**src/rtl/mem_read_ctrl_pkg.sv**
```systemverilog
// rtl/mem_read_ctrl_pkg.sv - shared defines: opcodes, memory read controller states and bus widths
//
// Purpose : constants shared by the load unit and the memory-read service stage.
// Contents: opcode constants, MRC_* 3-bit state encodings, default data/address widths.

package mem_read_ctrl_pkg;

    // Default bus widths
    localparam int MRC_DATA_W = 16;
    localparam int MRC_ADDR_W = 16;

    // CPU opcode constants
    localparam logic [3:0] OP_NOP   = 4'h0;
    localparam logic [3:0] OP_LOAD  = 4'h1;
    localparam logic [3:0] OP_STORE = 4'h2;
    localparam logic [3:0] OP_ADD   = 4'h3;

    // Memory read controller state encodings
    localparam logic [2:0] MRC_IDLE   = 3'd0;
    localparam logic [2:0] MRC_RD     = 3'd1;
    localparam logic [2:0] MRC_VALID  = 3'd2;
    localparam logic [2:0] MRC_FINISH = 3'd3;
    localparam logic [2:0] MRC_DONE   = 3'd4;

endpackage

```
**src/rtl/mem_read_ctrl.sv**
```systemverilog
// rtl/mem_read_ctrl.sv - memory-read service stage between the load unit and a single-port memory
//
// Purpose : accepts a level read request with the MAR address, runs a mem_rd_en/mem_ready
//           handshake with a bounded wait, and returns the word with a valid pulse followed
//           by a finish pulse (finish+err together on timeout).
// Ports   : clk, rst_n (async, active-low)
//           read_mem_req, MAR                      - request from load unit
//           mem_addr, mem_rd_en, mem_rdata, mem_ready - memory handshake
//           in_mem_data, read_mem_valid, read_mem_finish, read_mem_err - response to load unit
//           busy                                   - high whenever not IDLE

module mem_read_ctrl
    import mem_read_ctrl_pkg::*;
#(
    parameter int ADDR_W  = MRC_ADDR_W,
    parameter int DATA_W  = MRC_DATA_W,
    parameter int TIMEOUT = 16
) (
    input  logic              clk,
    input  logic              rst_n,
    input  logic              read_mem_req,
    input  logic [ADDR_W-1:0] MAR,
    output logic [ADDR_W-1:0] mem_addr,
    output logic              mem_rd_en,
    input  logic [DATA_W-1:0] mem_rdata,
    input  logic              mem_ready,
    output logic [DATA_W-1:0] in_mem_data,
    output logic              read_mem_valid,
    output logic              read_mem_finish,
    output logic              read_mem_err,
    output logic              busy
);

    // Last count value before giving up; counter never passes it because timeout leaves RD.
    localparam logic [7:0] TIMEOUT_M1 = 8'(TIMEOUT - 1);

    logic [2:0]        state_q,  state_d;
    logic [ADDR_W-1:0] addr_q,   addr_d;
    logic [DATA_W-1:0] data_q,   data_d;
    logic [7:0]        cnt_q,    cnt_d;
    logic              rd_en_q,  rd_en_d;
    logic              valid_q,  valid_d;
    logic              finish_q, finish_d;
    logic              err_q,    err_d;

    always_comb begin
        state_d  = state_q;
        addr_d   = addr_q;
        data_d   = data_q;
        cnt_d    = cnt_q;
        rd_en_d  = rd_en_q;
        valid_d  = valid_q;
        finish_d = finish_q;
        err_d    = err_q;

        case (state_q)
            MRC_IDLE: begin
                if (read_mem_req) begin
                    addr_d  = MAR;
                    rd_en_d = 1'b1;
                    cnt_d   = 8'd0;
                    state_d = MRC_RD;
                end
            end
            MRC_RD: begin
                // Ready takes priority over the timeout on the same edge.
                if (mem_ready) begin
                    data_d  = mem_rdata;
                    rd_en_d = 1'b0;
                    valid_d = 1'b1;
                    state_d = MRC_VALID;
                end else if (cnt_q == TIMEOUT_M1) begin
                    rd_en_d  = 1'b0;
                    err_d    = 1'b1;
                    finish_d = 1'b1;
                    state_d  = MRC_DONE;
                end else begin
                    cnt_d = cnt_q + 8'd1;
                end
            end
            MRC_VALID: begin
                valid_d  = 1'b0;
                finish_d = 1'b1;
                state_d  = MRC_FINISH;
            end
            MRC_FINISH: begin
                finish_d = 1'b0;
                state_d  = MRC_DONE;
            end
            MRC_DONE: begin
                // Wait for the requester to drop its level request so a held
                // request cannot trigger a second read.
                err_d    = 1'b0;
                finish_d = 1'b0;
                if (!read_mem_req) begin
                    state_d = MRC_IDLE;
                end
            end
            default: begin
                state_d  = MRC_IDLE;
                rd_en_d  = 1'b0;
                valid_d  = 1'b0;
                finish_d = 1'b0;
                err_d    = 1'b0;
            end
        endcase
    end

    always_ff @(posedge clk or negedge rst_n) begin
        if (!rst_n) begin
            state_q  <= MRC_IDLE;
            addr_q   <= '0;
            data_q   <= '0;
            cnt_q    <= 8'd0;
            rd_en_q  <= 1'b0;
            valid_q  <= 1'b0;
            finish_q <= 1'b0;
            err_q    <= 1'b0;
        end else begin
            state_q  <= state_d;
            addr_q   <= addr_d;
            data_q   <= data_d;
            cnt_q    <= cnt_d;
            rd_en_q  <= rd_en_d;
            valid_q  <= valid_d;
            finish_q <= finish_d;
            err_q    <= err_d;
        end
    end

    assign mem_addr        = addr_q;
    assign mem_rd_en       = rd_en_q;
    assign in_mem_data     = data_q;
    assign read_mem_valid  = valid_q;
    assign read_mem_finish = finish_q;
    assign read_mem_err    = err_q;
    assign busy            = (state_q != MRC_IDLE);

endmodule

```
**config.mk**
```make
export PLATFORM = sky130hd
export DESIGN_NAME = mem_read_ctrl
export DESIGN_NICKNAME = d
export VERILOG_FILES = /design/src/rtl/mem_read_ctrl_pkg.sv /design/src/rtl/mem_read_ctrl.sv
export SDC_FILE = /design/constraint.sdc
export NUM_CORES = 1
export LEC_CHECK = 0
export BUFFER_PORTS_ARGS = -buffer_cell sky130_fd_sc_hd__buf_2
export CORE_MARGIN = 2
export CORE_UTILIZATION = 44
export DETAILED_ROUTE_END_ITERATION = 7
export GPL_ROUTABILITY_DRIVEN = 0
export PLACE_DENSITY_LB_ADDON = 0.12
export SYNTH_ARGS = -nofsm -noshare
export SYNTH_HDL_FRONTEND = slang
export SYNTH_SLANG_ARGS = --single-unit
```
**constraint.sdc**
```tcl
create_clock -name clk -period 1.6 [get_ports clk]
set_clock_uncertainty 0.1 [all_clocks]
set_input_delay 0.16 -clock clk [delete_from_list [all_inputs] [get_ports clk]]
set_output_delay 0.16 -clock clk [all_outputs]
set_load 0.005 [all_outputs]
```
==> impl_metrics.py, run 1 <==
metrics = {
    "timing": {
        "worst_slack_ps": -111,
        "hold_ws_ps": 52.4,
        "finalSetupTns_ps": -212,
        "drv_slew": 0,
        "fmax_mhz": 585,
        "final-setup-viol-count": 3,
        "slew_headroom": 0.691,
        "rsz0062_at_grt": "true",
        "worst_slew_pin_slew_ps": 464,
        "fin_crit_sh": 1.07,
        "period_minus_slack_ps": 1710,
        "hold_viol": 0,
    },
    "synthesis": {
        "synth_area_leaders": "dfrtp_1 59%, nand2_1 10%, mux2_1 9.1%",
        "yosys.area.top_type": "dfrtp_1",
        "ys_ff_latch": 47,
        "synth_cells": 184,
        "synth.net_count": 221,
        "yosysWarnings": 0,
        "ys_types": 32,
        "syn-mean-instance-area_sq_um": 10.8,
        "yosysTopAreaCellShare": 0.592,
        "netlist_area_sq_um": 1990,
        "seq_area_frac_synth": 0.592,
    },
    "layout": {
        "drive_above_1_share": 0.431,
        "syn_to_final_growth_pct": 60.2,
        "stdcell_count": 363,
        "final_nets": 347,
        "diodes": 0,
        "final_core_util": 0.732,
    },
    "job": {
        "maxCapViolCount": 0,
    },
    "critical_path": {
        "r2r_cells": 4,
        "worstPathCellList": "or4_4 > or2_4 > a31oi_4 > o2bb2ai_2",
        "cp_slowest_stage_delay_ps": 580,
        "crit_required_ps": 1720,
        "crit_type": "reg -> reg",
        "cp_slowest_cell": "or4_4",
        "end_kind": "register",
        "worstReg2RegStart": "cnt_q[7]",
        "r2r_end": "cnt_q[2]",
        "crit_arrival_ps": 1830,
        "cp-start-kind": "register",
        "path_max_fanout": 4,
        "critPathTopFamily": "simple AND/OR/NAND/NOR gates",
        "reg2reg_slack_ps": -110,
        "crit_buf_inv": 0,
    },
    "power_and_ir_drop": {
        "power_density_nw_per_um2": 1700,
        "vdd_drop_max_mv": 0.860,
        "p_leak_nw": 1.62,
    },
    "die": {
        "rows": 24,
        "die_x_microns": 71.2,
        "core_area_sq_um": 4350,
        "die_h_microns": 71.2,
        "start_util": 0.457,
        "die_area_sq_um": 5070,
        "io_pins": 73,
    },
    "status": {
        "violations": "negative setup slack",
        "status": "finished with violations",
    },
    "routing": {
        "drt_iter0_markers": 121,
        "met1Wirelength_microns": 2270,
        "wl_met2_microns": 2780,
        "avgViaCountPerCell": 4.96,
        "num_vias": 1802,
        "first_pass_iters": 4,
        "ant_nets": 0,
        "drt_wl_total_microns": 5350,
        "top_layer": "met4",
        "remaining_drc_errors": 0,
        "routedWlPerCell_microns": 14.7,
        "met3WireLength_microns": 255,
    },
    "clock_tree": {
        "cts_root_buffer": "clkbuf_8",
        "clock_latency_ps": 300,
        "clockBufferDepth": 2,
        "clock-sinks": 47,
        "cts_tree": "done",
        "path_clk_slew_ps": 80,
        "cts_buffers": 5,
        "htree_levels": 2,
    },
    "grt": {
        "overflow": 0,
        "antenna_found_initial": 0,
        "grt_max_degree": 30,
        "grt_pass1_vias": 1741,
        "grt_pass1_wl_microns": 8000,
        "track_usage": 0.199,
    },
    "worst_hold_path": {
        "holdCritStartpoint": "read_mem_req",
        "hold_class": "in -> reg",
        "whs_endpoint": "state_q[2]",
        "min_path_cells": 3,
    },
    "placement": {
        "placed_cells": 320,
        "place_hpwl_microns": 3120,
        "dp_slack_ps": -96.6,
        "io_buffer_count": 72,
    },
}
==> flip-flops by register name (all words and copies together) (netlist names) <==
name	count
read_mem_finish	1
in_mem_data	16
cnt_q	8
read_mem_valid	1
mem_addr	16
state_q	3
mem_rd_en	1
read_mem_err	1
==> worst max-delay path by stage <==
stage                        start       end  slack, ps  cells past startpoint
after floorplan           cnt_q[5]  cnt_q[2]        -50                      4
after global placement    cnt_q[7]  cnt_q[2]        -40                      4
after detailed placement  cnt_q[7]  cnt_q[2]       -100                      4
after CTS                 cnt_q[4]  cnt_q[3]        -90                      4
after global routing      cnt_q[0]  cnt_q[2]       -160                      5
final                     cnt_q[7]  cnt_q[2]       -110                      4
==> final cells by class <==
cell class	instances	area (sq um)
inverter	2	7.51
clock inverter	2	60.1
clock buffer	6	72.6
tap	52	65.1
multi-input combinational	126	877
fill	304	1170
timing repair buffer	128	926
sequential	47	1180
==> layer usage <==
metal / up-vias / track usage
met5: - / 0
li1: 870 / -
met4: 0 / 0.0566
met3: 5 / 0.0394
met1: 879 / 0.261
met2: 48 / 0.337
==> synthesized netlist by cell type (all sizes together) <==
cell type,number
o2bb2ai,2
nor4b,1
nand2b,3
clkbuf,3
inv,2
nor2b,4
o21bai,1
or2,1
and2,1
o211ai,1
nand3,7
nor2,6
or4,1
a21oi,1
nand2,54
nor3,3
mux2,16
a31oi,2
mux2i,2
xnor2,2
buf,6
a211oi,2
ha,1
nand4,2
dfrtp,47
o21ai,8
o31ai,1
and3,4
==> logic make-up (layout without fill, tap and decap cells) <==
logic type,after synthesis,in the layout,share of synthesized area
and+or+nand+nor,87,87,0.203
DFF,47,47,0.592
AOI/OAI and AO/OA,18,18,0.0642
muxes,18,18,0.101
buffers and inverters,11,138,0.0258
xor gates and xnor gates,2,2,0.00881
adders and majority gates,1,1,0.00629
==> repair_timing <==
item	4_1_cts	5_1_grt
endpoints found under the setup margin	23	44
pin swaps	3	8
cloned	0	1
endpoints found under the hold margin	50	0
resized for setup	4	27
setup buffers	0	1
hold buffers	33	0
==> cell usage in the layout, fill, tap and decap left out, types with 5 or more instances in the layout <==
cell type and count:
buf_2 72, dfrtp_1 46, nor2_1 5, o21ai_1 5, mux2_4 16, clkbuf_8 5
nand2_1 52, dlygate4sd3_1 33, nand3_1 7, buf_4 17
==> where the power goes <==
group	internal, W	switching, W	total [W]
logic	0.00134	0.00104	0.00238
registers	0.00170	0.000328	0.00202
clock network	0.000624	0.000386	0.00101
total	0.00366	0.00175	0.00542
==> metrics by stage <==
step	instance area, sq um	power (W)
2_1_floorplan	1990	0.00295
3_3_place_gp	2570	0.00386
3_5_place_dp	2570	0.00391
4_1_cts	3050	0.00504
5_1_grt	3190	0.00580
6_report	3190	0.00542
==> worst register-to-register path, delay by kind of cell, from the launching register on <==
family / cells / cell delay, ps
and+or+nand+nor: 2 / 850
DFF: 1 / 390
AOI/OAI and AO/OA: 2 / 300
No activity file was read; power rests on OpenSTA's default activity.
==> inputs of run 2 (changes only) <==
- RECOVER_POWER: unset -> 100
==> run 2 against run 1 <==
Sequential share of layout area is 0.61 points higher; sequential power hardly changed; via count is 0.22% higher; the run still ends with negative setup slack left; combinational power is 4% lower; hold slack better by 3.9 ps; non-clock buffer count stayed put; final cell count stayed put; critical path depth stayed put; sequential cell count stayed put; register-to-register slack hardly changed; wire length hardly changed; die area stayed put.
==> impl_metrics.py, run 2 (same netlist as run 1, synthesis figures left out) <==
metrics = {
    "routing": {
        "drt_wl_total_microns": 5350,
        "num_vias": 1806,
        "drt_iter0_markers": 142,
        "routedWlPerCell_microns": 14.7,
        "avgViaCountPerCell": 4.98,
        "first_pass_iters": 4,
        "ant_nets": 0,
        "remaining_drc_errors": 0,
    },
    "placement": {
        "dp_slack_ps": -96.6,
        "place_hpwl_microns": 3120,
        "placed_cells": 320,
        "io_buffer_count": 72,
        "place_area_sq_um": 2570,
    },
    "die": {
        "die_area_sq_um": 5070,
        "core_area_sq_um": 4350,
        "start_util": 0.457,
        "io_pins": 73,
        "rows": 24,
        "die_x_microns": 71.2,
        "die_h_microns": 71.2,
    },
    "critical_path": {
        "worstPathCellList": "or4_4 > or2_4 > a31oi_4 > o2bb2ai_2",
        "cp-start-kind": "register",
        "cp_slowest_stage_delay_ps": 580,
        "crit_arrival_ps": 1830,
        "path_max_fanout": 4,
        "crit_type": "reg -> reg",
        "crit_required_ps": 1720,
        "end_kind": "register",
        "cp_slowest_cell": "or4_4",
    },
    "timing": {
        "fin_crit_sh": 1.07,
        "final-setup-viol-count": 4,
        "worst_slew_pin_slew_ps": 480,
        "drv_slew": 0,
        "rsz0062_at_grt": "true",
        "fmax_mhz": 584,
        "worst_slack_ps": -113,
        "slew_headroom": 0.680,
        "period_minus_slack_ps": 1710,
        "hold_viol": 0,
        "finalSetupTns_ps": -234,
    },
    "status": {
        "status": "finished with violations",
        "violations": "negative setup slack",
    },
    "clock_tree": {
        "cts_tree": "done",
        "clockBufferDepth": 2,
        "clock_latency_ps": 290,
        "cts_buffers": 5,
        "htree_levels": 2,
        "clock-sinks": 47,
        "cts_root_buffer": "clkbuf_8",
        "path_clk_slew_ps": 80,
    },
    "layout": {
        "ff_latch_area_sq_um": 1180,
        "fill_cells": 321,
        "layout_commonest_cell": "buf_2",
        "stdcell_count": 363,
        "syn_to_final_growth_pct": 57.5,
        "drive_above_1_share": 0.360,
        "diodes": 0,
        "layout_common_cells": "53 x buf_2, 52 x nand2_1, 47 x dfrtp_1, 33 x dlygate4sd3_1, 21 x clkbuf_1",
        "final_nets": 347,
        "multi_input_area_sq_um": 872,
        "final_area_sq_um": 3130,
    },
    "grt": {
        "overflow": 0,
        "antenna_found_initial": 0,
        "track_usage": 0.199,
        "grt_pass1_wl_microns": 8000,
        "grt_max_degree": 30,
        "grt_pass1_vias": 1741,
    },
    "power_and_ir_drop": {
        "power_density_nw_per_um2": 1700,
        "vdd_drop_max_mv": 0.846,
        "p_leak_nw": 1.55,
    },
    "worst_hold_path": {
        "hold_class": "in -> reg",
    },
    "job": {
        "maxCapViolCount": 0,
    },
}
-- run 2: cell count changes in the layout (fill, tap and decap cells not counted) --
| cell | previous run | this run |
|---|---|---|
| clkbuf_1 | 1 | 21 |
| buf_2 | 72 | 53 |
| buf_4 | 17 | 15 |
| clkbuf_2 | 0 | 2 |
| buf_12 | 3 | 2 |
| buf_6 | 2 | 1 |
| clkbuf_4 | 0 | 1 |
| dfrtp_1 | 46 | 47 |
| dfrtp_2 | 1 | 0 |
| nor3_1 | 0 | 1 |
| nor3_2 | 2 | 1 |
-- run 2: final timing paths --
kind / from / endpoint / slack [ps] / cells past startpoint
min in group asynchronous: rst_n / in_mem_data[4] / 240 / 2
worst min register to register: mem_addr[8] / mem_addr[8] / 380 / 2
worst min-delay path: read_mem_req / state_q[2] / 60 / 3
max in group asynchronous: rst_n / mem_addr[5] / 340 / 3
worst max register to register: cnt_q[7] / cnt_q[2] / -110 / 4
worst max-delay path: cnt_q[7] / cnt_q[2] / -110 / 4
-- run 2: through the flow --
stage,util,hold slack (ps),total power (W)
final,0.719,56.3,0.00532
after global routing,0.719,51.7,0.00571
after CTS,0.700,47.5,0.00504
after detailed placement,0.590,35.6,0.00391
after global placement,0.590,29.3,0.00386
after floorplan,-,-236,0.00295
-- run 2: where the power goes --
part	switching, W	internal (W)	leakage (nW)	total, W
Sequential	0.000327	0.00170	0.587	0.00202
Combinational	0.00104	0.00125	0.901	0.00229
Clock	0.000384	0.000624	0.0654	0.00101
Total	0.00175	0.00357	1.55	0.00532
-- run 2: area by class of cell --
cell class,count,area share
Timing Repair Buffer,128,0.280
Multi-Input combinational cell,126,0.279
Clock buffer,6,0.0232
Inverter,2,0.00240
Clock inverter,2,0.0192
Sequential cell,47,0.376
Tap cell,52,0.0208
-- run 2: worst max-delay path, delay by kind of cell (launching register included) --
kind	cells	cell delay (ps)
compound gates	2	300
flops	1	390
simple gates	2	850
-- run 2: per-layer routing --
| layer | routed length [microns] | GRT usage |
|---|---|---|
| met1 | 2270 | 0.261 |
| met2 | 2780 | 0.337 |
| met3 | 251 | 0.0394 |
| met4 | 48 | 0.0566 |
| met5 | 0 | 0 |
-- run 2: timing repair --
action / 4_1_cts / 5_1_grt
endpoints found under the setup margin: 23 / 44
hold endpoints to repair: 50 / 0
buffers inserted: 0 / 1
gates cloned: 0 / 1
gates resized for setup: 4 / 27
hold buffers: 33 / 0
pin swaps: 3 / 8
==> inputs of run 3 (changes only) <==
==> constraint.sdc (replaced) <==
create_clock -name clk -period 1.6 [get_ports clk]
set_clock_uncertainty 0.1 [all_clocks]
set_input_delay 0.08 -clock clk [delete_from_list [all_inputs] [get_ports clk]]
set_output_delay 0.08 -clock clk [all_outputs]
set_load 0.005 [all_outputs]
==> run 3 against run 2 <==
The flow still finishes with violations (negative setup slack); design area increased by 2.8%; global-route usage increased by 1.0 points; hold slack improved by 84 ps; largest cell class unchanged; register-to-register slack improved by 30 ps; power decreased by 0.74%; worst setup slack improved by 30 ps; non-clock buffer count increased by 4; die area unchanged.
==> impl_metrics.py, run 3 (same netlist as run 1, synthesis figures left out) <==
metrics = {
    "grt": {
        "overflow": 0,
        "grt_pass1_vias": 1750,
        "grt_pass1_wl_microns": 8340,
        "track_usage": 0.209,
        "grt_max_degree": 32,
        "antenna_found_initial": 0,
    },
    "routing": {
        "avgViaCountPerCell": 4.92,
        "ant_nets": 0,
        "drt_iter0_markers": 95,
        "first_pass_iters": 4,
        "num_vias": 1805,
        "drt_wl_total_microns": 5450,
        "routedWlPerCell_microns": 14.9,
        "remaining_drc_errors": 0,
    },
    "layout": {
        "fill_cells": 302,
        "final_area_sq_um": 3220,
        "syn_to_final_growth_pct": 61.9,
        "drive_above_1_share": 0.397,
        "layout_common_cells": "50 x buf_2, 47 x dfrtp_1, 39 x nand2_1, 34 x dlygate4sd3_1, 22 x clkbuf_1",
        "diodes": 0,
        "final_nets": 351,
        "final_core_util": 0.739,
        "layout_commonest_cell": "buf_2",
    },
    "timing": {
        "fmax_mhz": 594,
        "worst_slew_pin_slew_ps": 928,
        "fin_crit_sh": 1.05,
        "hold_viol": 0,
        "drv_slew": 0,
        "finalSetupTns_ps": -983,
        "final-setup-viol-count": 22,
        "worst_slack_ps": -82.5,
        "period_minus_slack_ps": 1680,
        "slew_headroom": 0.381,
        "rsz0062_at_grt": "true",
    },
    "power_and_ir_drop": {
        "p_leak_nw": 1.59,
        "vdd_drop_max_mv": 1.01,
        "finalPower_w": 0.00528,
        "power_density_nw_per_um2": 1640,
    },
    "die": {
        "die_x_microns": 71.2,
        "io_pins": 73,
        "rows": 24,
        "start_util": 0.457,
        "die_area_sq_um": 5070,
        "die_h_microns": 71.2,
        "core_area_sq_um": 4350,
    },
    "clock_tree": {
        "cts_root_buffer": "clkbuf_8",
        "path_clk_slew_ps": 80,
        "clock-sinks": 47,
        "clockBufferDepth": 2,
        "cts_buffers": 5,
        "cts_tree": "done",
        "clock_latency_ps": 300,
        "htree_levels": 2,
    },
    "placement": {
        "place_hpwl_microns": 3030,
        "dp_slack_ps": -78.4,
        "io_buffer_count": 72,
        "place_area_sq_um": 2560,
    },
    "critical_path": {
        "path_max_fanout": 4,
        "crit_required_ps": 1670,
        "cp-start-kind": "register",
        "crit_type": "reg -> reg",
        "crit_arrival_ps": 1750,
        "reg2reg_slack_ps": -80,
        "end_kind": "register",
    },
    "job": {
        "maxCapViolCount": 0,
    },
    "worst_hold_path": {
        "hold_class": "in -> reg",
    },
    "status": {
        "violations": "negative setup slack",
        "status": "finished with violations",
    },
}
-- run 3: changes by cell type in the layout (fill, tap and decap cells not counted), moves of 2 or more --
cell / previous run / this run
nand2_1: 52 / 39
mux2_4: 16 / 10
mux2_1: 0 / 6
clkbuf_8: 5 / 7
nand2_2: 1 / 10
buf_2: 53 / 50
nand2_4: 1 / 5
buf_4: 15 / 17
clkbuf_2: 2 / 0
buf_6: 1 / 5
-- run 3: worst paths after layout --
path,start,endpoint,cells past startpoint
worst max-delay path,state_q[2],cnt_q[7],6
worst min-delay path,mem_ready,cnt_q[1],5
worst max register to register,state_q[2],cnt_q[7],6
worst min register to register,mem_addr[4],mem_addr[4],2
max in group asynchronous,rst_n,mem_addr[2],3
min in group asynchronous,rst_n,in_mem_data[13],2
-- run 3: stage by stage --
stage	hold WS, ps	cells
2_1_floorplan	-316	184
3_3_place_gp	-69.3	319
3_5_place_dp	-68.3	319
4_1_cts	109	364
5_1_grt	154	367
6_report	140	367
-- run 3: what timing repair did --
| action | in CTS | in global routing |
|---|---|---|
| gates resized for setup | 16 | 35 |
| endpoints found under the setup margin | 17 | 37 |
| pin swaps | 5 | 19 |
| hold buffers | 34 | 0 |
| buffers inserted | 2 | 3 |
| hold endpoints to repair | 80 | 0 |
| cloned | 1 | 1 |
-- run 3: metal layers --
| metal | wire length (microns) | GRT usage | vias to the layer above | part of all wire |
|---|---|---|---|---|
| li1 | - | - | 877 | - |
| met1 | 2310 | 0.273 | 868 | 0.42 |
| met2 | 2790 | 0.352 | 53 | 0.51 |
| met3 | 285 | 0.0534 | 7 | 0.052 |
| met4 | 70 | 0.0503 | 0 | 0.013 |
| met5 | 0 | 0 | - | 0 |
-- run 3: worst max-delay path, cell delays in order (launching register included) --
cell	delay, ps
dfrtp_1	400
buf_6	140
nor4b_4	240
buf_4	170
nand4_1	140
o211ai_1	260
o31ai_2	110
-- run 3: report_power, final --
group / total (W) / leakage [nW] / internal, W / switching [W]
Sequential: 0.00201 / 0.587 / 0.00169 / 0.000317
Combinational: 0.00238 / 0.943 / 0.00126 / 0.00112
Clock: 0.000894 / 0.0612 / 0.000506 / 0.000388
Total: 0.00528 / 1.59 / 0.00346 / 0.00183
-- run 3: layout make-up --
| class | instances | area, sq um | share of cell area |
|---|---|---|---|
| flip-flops and latches | 47 | 1180 | 0.365 |
| repair buffers | 132 | 920 | 0.286 |
| clock inverters | 2 | 35.0 | 0.0109 |
| clock buffers | 6 | 82.6 | 0.0257 |
| multi-input cells | 126 | 932 | 0.290 |
| inverters | 2 | 7.51 | 0.00233 |
| well taps | 52 | 65.1 | 0.0202 |
